--- src/rtl/uart_rx.sv ---
// 8N1 UART receiver: two-flop synchroniser, mid-bit sampling, one-clk valid/frame_err strobes.
// Define UART_RX_PARITY_EN for an 8E1 frame with an extra parity bit and a parity_err strobe.
module uart_rx #(
  parameter int CLKS_PER_BIT = 434,
  parameter int CNT_W        = 16
) (
  input  logic       clk,
  input  logic       rst_l,
  input  logic       rx,
  output logic [7:0] d_in,
  output logic       valid,
  output logic       frame_err,
  output logic       parity_err,
  output logic       busy
);

  localparam logic [CNT_W-1:0] BIT_LAST  = CNT_W'(CLKS_PER_BIT - 1);
  localparam logic [CNT_W-1:0] HALF_LAST = CNT_W'(CLKS_PER_BIT / 2 - 1);

  typedef enum logic [2:0] {
    IDLE,
    START,
    DATA,
`ifdef UART_RX_PARITY_EN
    PARITY,
`endif
    STOP,
    BREAK
  } state_t;

  state_t           state_reg, state_next;
  logic             rx_meta_reg, rx_s_reg;
  logic [CNT_W-1:0] bit_cnt_reg, bit_cnt_next;
  logic [2:0]       bit_idx_reg, bit_idx_next;
  logic [7:0]       shreg_reg, shreg_next;
  logic [7:0]       d_in_reg, d_in_next;
  logic             valid_reg, valid_next;
  logic             frame_err_reg, frame_err_next;
`ifdef UART_RX_PARITY_EN
  logic             parity_bit_reg, parity_bit_next;
  logic             parity_err_reg, parity_err_next;
`endif

  // Synchroniser idles high so reset never looks like a start bit.
  always_ff @(posedge clk or negedge rst_l) begin
    if (!rst_l) begin
      rx_meta_reg <= 1'b1;
      rx_s_reg    <= 1'b1;
    end else begin
      rx_meta_reg <= rx;
      rx_s_reg    <= rx_meta_reg;
    end
  end

  always_ff @(posedge clk or negedge rst_l) begin
    if (!rst_l) begin
      state_reg      <= IDLE;
      bit_cnt_reg    <= '0;
      bit_idx_reg    <= '0;
      shreg_reg      <= '0;
      d_in_reg       <= '0;
      valid_reg      <= 1'b0;
      frame_err_reg  <= 1'b0;
`ifdef UART_RX_PARITY_EN
      parity_bit_reg <= 1'b0;
      parity_err_reg <= 1'b0;
`endif
    end else begin
      state_reg      <= state_next;
      bit_cnt_reg    <= bit_cnt_next;
      bit_idx_reg    <= bit_idx_next;
      shreg_reg      <= shreg_next;
      d_in_reg       <= d_in_next;
      valid_reg      <= valid_next;
      frame_err_reg  <= frame_err_next;
`ifdef UART_RX_PARITY_EN
      parity_bit_reg <= parity_bit_next;
      parity_err_reg <= parity_err_next;
`endif
    end
  end

  always_comb begin
    state_next      = state_reg;
    bit_cnt_next    = (bit_cnt_reg == BIT_LAST) ? '0 : bit_cnt_reg + 1'b1;
    bit_idx_next    = bit_idx_reg;
    shreg_next      = shreg_reg;
    d_in_next       = d_in_reg;
    valid_next      = 1'b0;
    frame_err_next  = 1'b0;
`ifdef UART_RX_PARITY_EN
    parity_bit_next = parity_bit_reg;
    parity_err_next = 1'b0;
`endif
    unique case (state_reg)
      IDLE: begin
        bit_cnt_next = '0;
        if (!rx_s_reg) state_next = START;
      end
      START: begin
        // Re-check the line half a bit in; anything shorter is a glitch.
        if (bit_cnt_reg == HALF_LAST) begin
          bit_cnt_next = '0;
          if (!rx_s_reg) begin
            state_next   = DATA;
            bit_idx_next = '0;
          end else begin
            state_next = IDLE;
          end
        end
      end
      DATA: begin
        if (bit_cnt_reg == BIT_LAST) begin
          shreg_next[bit_idx_reg] = rx_s_reg;
          bit_idx_next            = bit_idx_reg + 3'd1;
          if (bit_idx_reg == 3'd7) begin
`ifdef UART_RX_PARITY_EN
            state_next = PARITY;
`else
            state_next = STOP;
`endif
          end
        end
      end
`ifdef UART_RX_PARITY_EN
      PARITY: begin
        if (bit_cnt_reg == BIT_LAST) begin
          parity_bit_next = rx_s_reg;
          state_next      = STOP;
        end
      end
`endif
      STOP: begin
        if (bit_cnt_reg == BIT_LAST) begin
`ifdef UART_RX_PARITY_EN
          parity_err_next = (^shreg_reg) ^ parity_bit_reg;
`endif
          if (rx_s_reg) begin
            d_in_next  = shreg_reg;
            valid_next = 1'b1;
            state_next = IDLE;
          end else begin
            frame_err_next = 1'b1;
            state_next     = BREAK;
          end
        end
      end
      BREAK: begin
        // Wait out a held-low line so it is not re-read as a stream of start bits.
        bit_cnt_next = '0;
        if (rx_s_reg) state_next = IDLE;
      end
      default: state_next = IDLE;
    endcase
  end

  assign d_in      = d_in_reg;
  assign valid     = valid_reg;
  assign frame_err = frame_err_reg;
  assign busy      = (state_reg != IDLE);
`ifdef UART_RX_PARITY_EN
  assign parity_err = parity_err_reg;
`else
  assign parity_err = 1'b0;
`endif

endmodule
--- config.mk ---
export PLATFORM = sky130hd
export DESIGN_NAME = uart_rx
export DESIGN_NICKNAME = d
export VERILOG_FILES = /design/src/rtl/uart_rx.sv
export SDC_FILE = /design/constraint.sdc
export NUM_CORES = 1
export LEC_CHECK = 0
export ABC_AREA = 1
export CORE_MARGIN = 3
export CORE_UTILIZATION = 50
export CTS_CLUSTER_DIAMETER = 30
export DETAILED_ROUTE_END_ITERATION = 10
export HOLD_SLACK_MARGIN = 0.02
export PLACE_DENSITY = 0.71
export SYNTH_ARGS = -nofsm -noshare
export SYNTH_HDL_FRONTEND = slang
export SYNTH_SLANG_ARGS = --single-unit
--- constraint.sdc ---
create_clock -name clk -period 1.35 [get_ports clk]
set_clock_uncertainty 0.1 [all_clocks]
set_input_delay 0.27 -clock clk [delete_from_list [all_inputs] [get_ports clk]]
set_output_delay 0.27 -clock clk [all_outputs]
set_load 0.03 [all_outputs]
==> flow_metrics.tcl <==
set metrics [dict create \
    finalSetupViolCount 41 \
    core_um2 4444 \
    hold_violations 0 \
    required_ps 1440 \
    p_per_area_nw_per_um2 635.6 \
    die_area_um2 5552 \
    critical_path_buf_inv_count 1 \
    ys.flop_type "dfrtp_1" \
    rsz0062_at_grt "yes" \
    viasPerCell 5.230 \
    cts_tree "done" \
    root_buffer "clkbuf_8" \
    yosysSeqAreaShare 0.4488 \
    pre_cts_slack_ps -233.3 \
    insertion_delay_ps 300 \
    fp.dieH_um 74.52 \
    synthAdderAreaFrac 0.02665 \
    end_kind "flop" \
    synth_top_cell_area_share 0.4264 \
    crit_start "bit_cnt_reg[11]" \
    met1_usage 0.3052 \
    io_pins 15 \
    async_reset_ff_frac 1.000 \
    syn_area_per_cell_um2 8.324 \
    synth_compound_area_frac 0.04851 \
    power.total_mw 2.156 \
    synth_seq_cells 42 \
    clkSlewWorstSetupHoldPaths_ps 90 \
    dpl.hpwl_um 3696 \
    cpLargestDelayFamily "simple AND/OR/NAND/NOR gates" \
    clock_path_buffers 2 \
    grt_pass1_vias 2005 \
    yosysWarnings 0 \
    instances_no_fill 413 \
    dp_cells 394 \
    grtUsageMet2 0.3463 \
    holdCritPathClass "flop to flop" \
    antenna_cells 0 \
    design_area_um2 3392 \
    leakagePower_nw 1.646 \
    drtAntennaViolNets 0 \
    crit_path_cell_trace "nor2_4, inv_2, nor3_4, nand2_2, nor2_4, nand2_1, nand2_1, nand2_1" \
    synth_top_family_by_area "simple AND/OR/NAND/NOR gates" \
    fillers 303 \
    setup_ws_ps -293.5 \
    synth_mux_area_frac 0 \
    wire_per_inst_um 14.70 \
    initial_core_util 0.5282 \
    wirelength_um 6072 \
    io_buffers 13 \
    drt-pass1-iter-count 4 \
    cts_made_buffers 5 \
    h-tree-depth 2 \
    largest_register_ffs 16 \
    finalCriticalPeriod_ps 1644 \
    dpl-instance-area_um2 2918 \
    synthSimpleGateAreaFrac 0.3795 \
    worstHoldStart "rx_meta_reg" \
    final_layout_size_suffix_gt1_frac 0.4875 \
    crit_arrival_ps 1740 \
    critical_path_class "flop to flop" \
    synth-edff-count 0 \
    fmax_ghz 0.6085 \
    slew_violations 0 \
    start_kind "flop" \
    antenna_found_initial 0 \
    synthesis.nets 290 \
    clock_sinks 42 \
    finalCritPeriodShare 1.217 \
    drc 0 \
    critPathMaxStageDelay_ps 420 \
    critPathMostFrequentCell "nand2_1" \
    grt_usage 0.2185 \
    row_count 24 \
    synth_top_cell_by_area "dfrtp_1" \
    grt-busiest-layer "met2" \
    nets 368 \
    violations "setup timing" \
    synthToLayoutAreaGrowth_pct 44.51 \
    synth_xor_area_frac 0.03731 \
    die_x_um 74.52 \
    gr-total-overflow 0 \
    synth_cell_types 37 \
    gr-usage-met3 0.04865 \
    synthCells 282 \
    slowest_stage "dfrtp_1" \
    syn_area_um2 2347 \
    cp_max_fo 8 \
    synthTopCellsByArea "dfrtp_1, nand2_1, nand3_1, nor2_1, nor2_4" \
    r2r-start "bit_cnt_reg[11]" \
    whs_ps 264.2 \
    ir_worst_vdd_mv 0.4925 \
    grt_pass1_wl_um 9163 \
    grt_max_degree 43 \
    vias 2160 \
    status "finished with violations" \
    cap_violations 0 \
    gp_congestion 0.8241 \
    drt_iter0_markers 151 \
]
where the power goes:
| part | internal, mW | total, mW | switching, mW | leakage [nW] |
|---|---|---|---|---|
| Sequential | 1.26 | 1.26 | 0.00199 | 0.555 |
| Clock | 0.364 | 0.830 | 0.467 | 0.0441 |
| Combinational | 0.0185 | 0.0613 | 0.0428 | 1.05 |
| Total | 1.64 | 2.16 | 0.512 | 1.65 |
synthesized netlist by cell type (3+ instances only):
library cell and number:
nand2_1 89, dfrtp_1 40, nor2_1 22, nand3_1 17
inv_1 16, nor3_1 13, a21oi_1 8, nand2_2 8
inv_2 7, nor2_4 7, xor2_1 7, ha_1 5
o21ai_1 5, nor2_2 4, nand4_1 3, xnor2_1 3
routing by layer:
metal  routed length, um  part of all wire  vias to the layer above
met5                   0                 0                        -
met1                2651              0.44                     1042
met2                3043              0.50                       51
met3                 264             0.043                       11
li1                    -                 -                     1056
met4                 113             0.019                        0
final timing paths:
path                                 to  slack, ps  cells past startpoint
hold reg to reg                rx_s_reg        260                      0
hold / removal                 rx_s_reg        260                      0
max in group asynchronous   rx_meta_reg        510                      3
setup reg to reg           shreg_reg[1]       -290                      8
min in group asynchronous  shreg_reg[4]        380                      3
setup / recovery           shreg_reg[1]       -290                      8
per-stage QoR:
| step | utilization | TNS (ps) |
|---|---|---|
| 2_1_floorplan | - | -1574 |
| 3_3_place_gp | 0.6565 | -5766 |
| 3_5_place_dp | 0.6565 | -7019 |
| 4_1_cts | 0.7095 | -6411 |
| 5_1_grt | 0.7632 | -10860 |
| 6_report | 0.7632 | -7743 |
final cells by class:
class / count / area [um^2] / area share
sequential: 42 / 1061 / 0.3128
inverter: 27 / 113.9 / 0.03357
multi-input combinational: 211 / 1440 / 0.4246
clock buffer: 5 / 68.82 / 0.02029
timing repair buffer: 73 / 621.8 / 0.1833
clock inverter: 3 / 21.27 / 0.006271
tap: 52 / 65.06 / 0.01918
kinds of logic (layout without fill, tap and decap cells):
family | count (synthesis) | in the layout
compound gates | 18 | 18
xor+xnor | 10 | 10
fa+ha+maj | 5 | 5
buf+inv | 30 | 108
flops | 42 | 42
other cells | 1 | 1
simple gates | 176 | 177
placed cells by master, fill, tap and decap left out, types with 6 or more instances in the layout:
cell type,instances
nand2_1,71
inv_1,11
xor2_1,6
dfrtp_1,34
nor2_1,13
nand2_4,9
nor2_2,8
buf_6,9
inv_2,11
nor3_1,10
nand3_1,13
nor2_4,12
dfrtp_2,6
nand2_2,19
buf_4,58
a21oi_1,6
repair_timing:
item                                    in CTS  in global routing
setup buffers                                5                  4
hold buffers                                 1                  0
pin swaps                                   14                 22
hold endpoints to repair                    40                  0
endpoints found under the setup margin      41                 41
cloned                                       0                  1
gates resized for setup                     33                 53
Power figures use the tool's default switching activity.
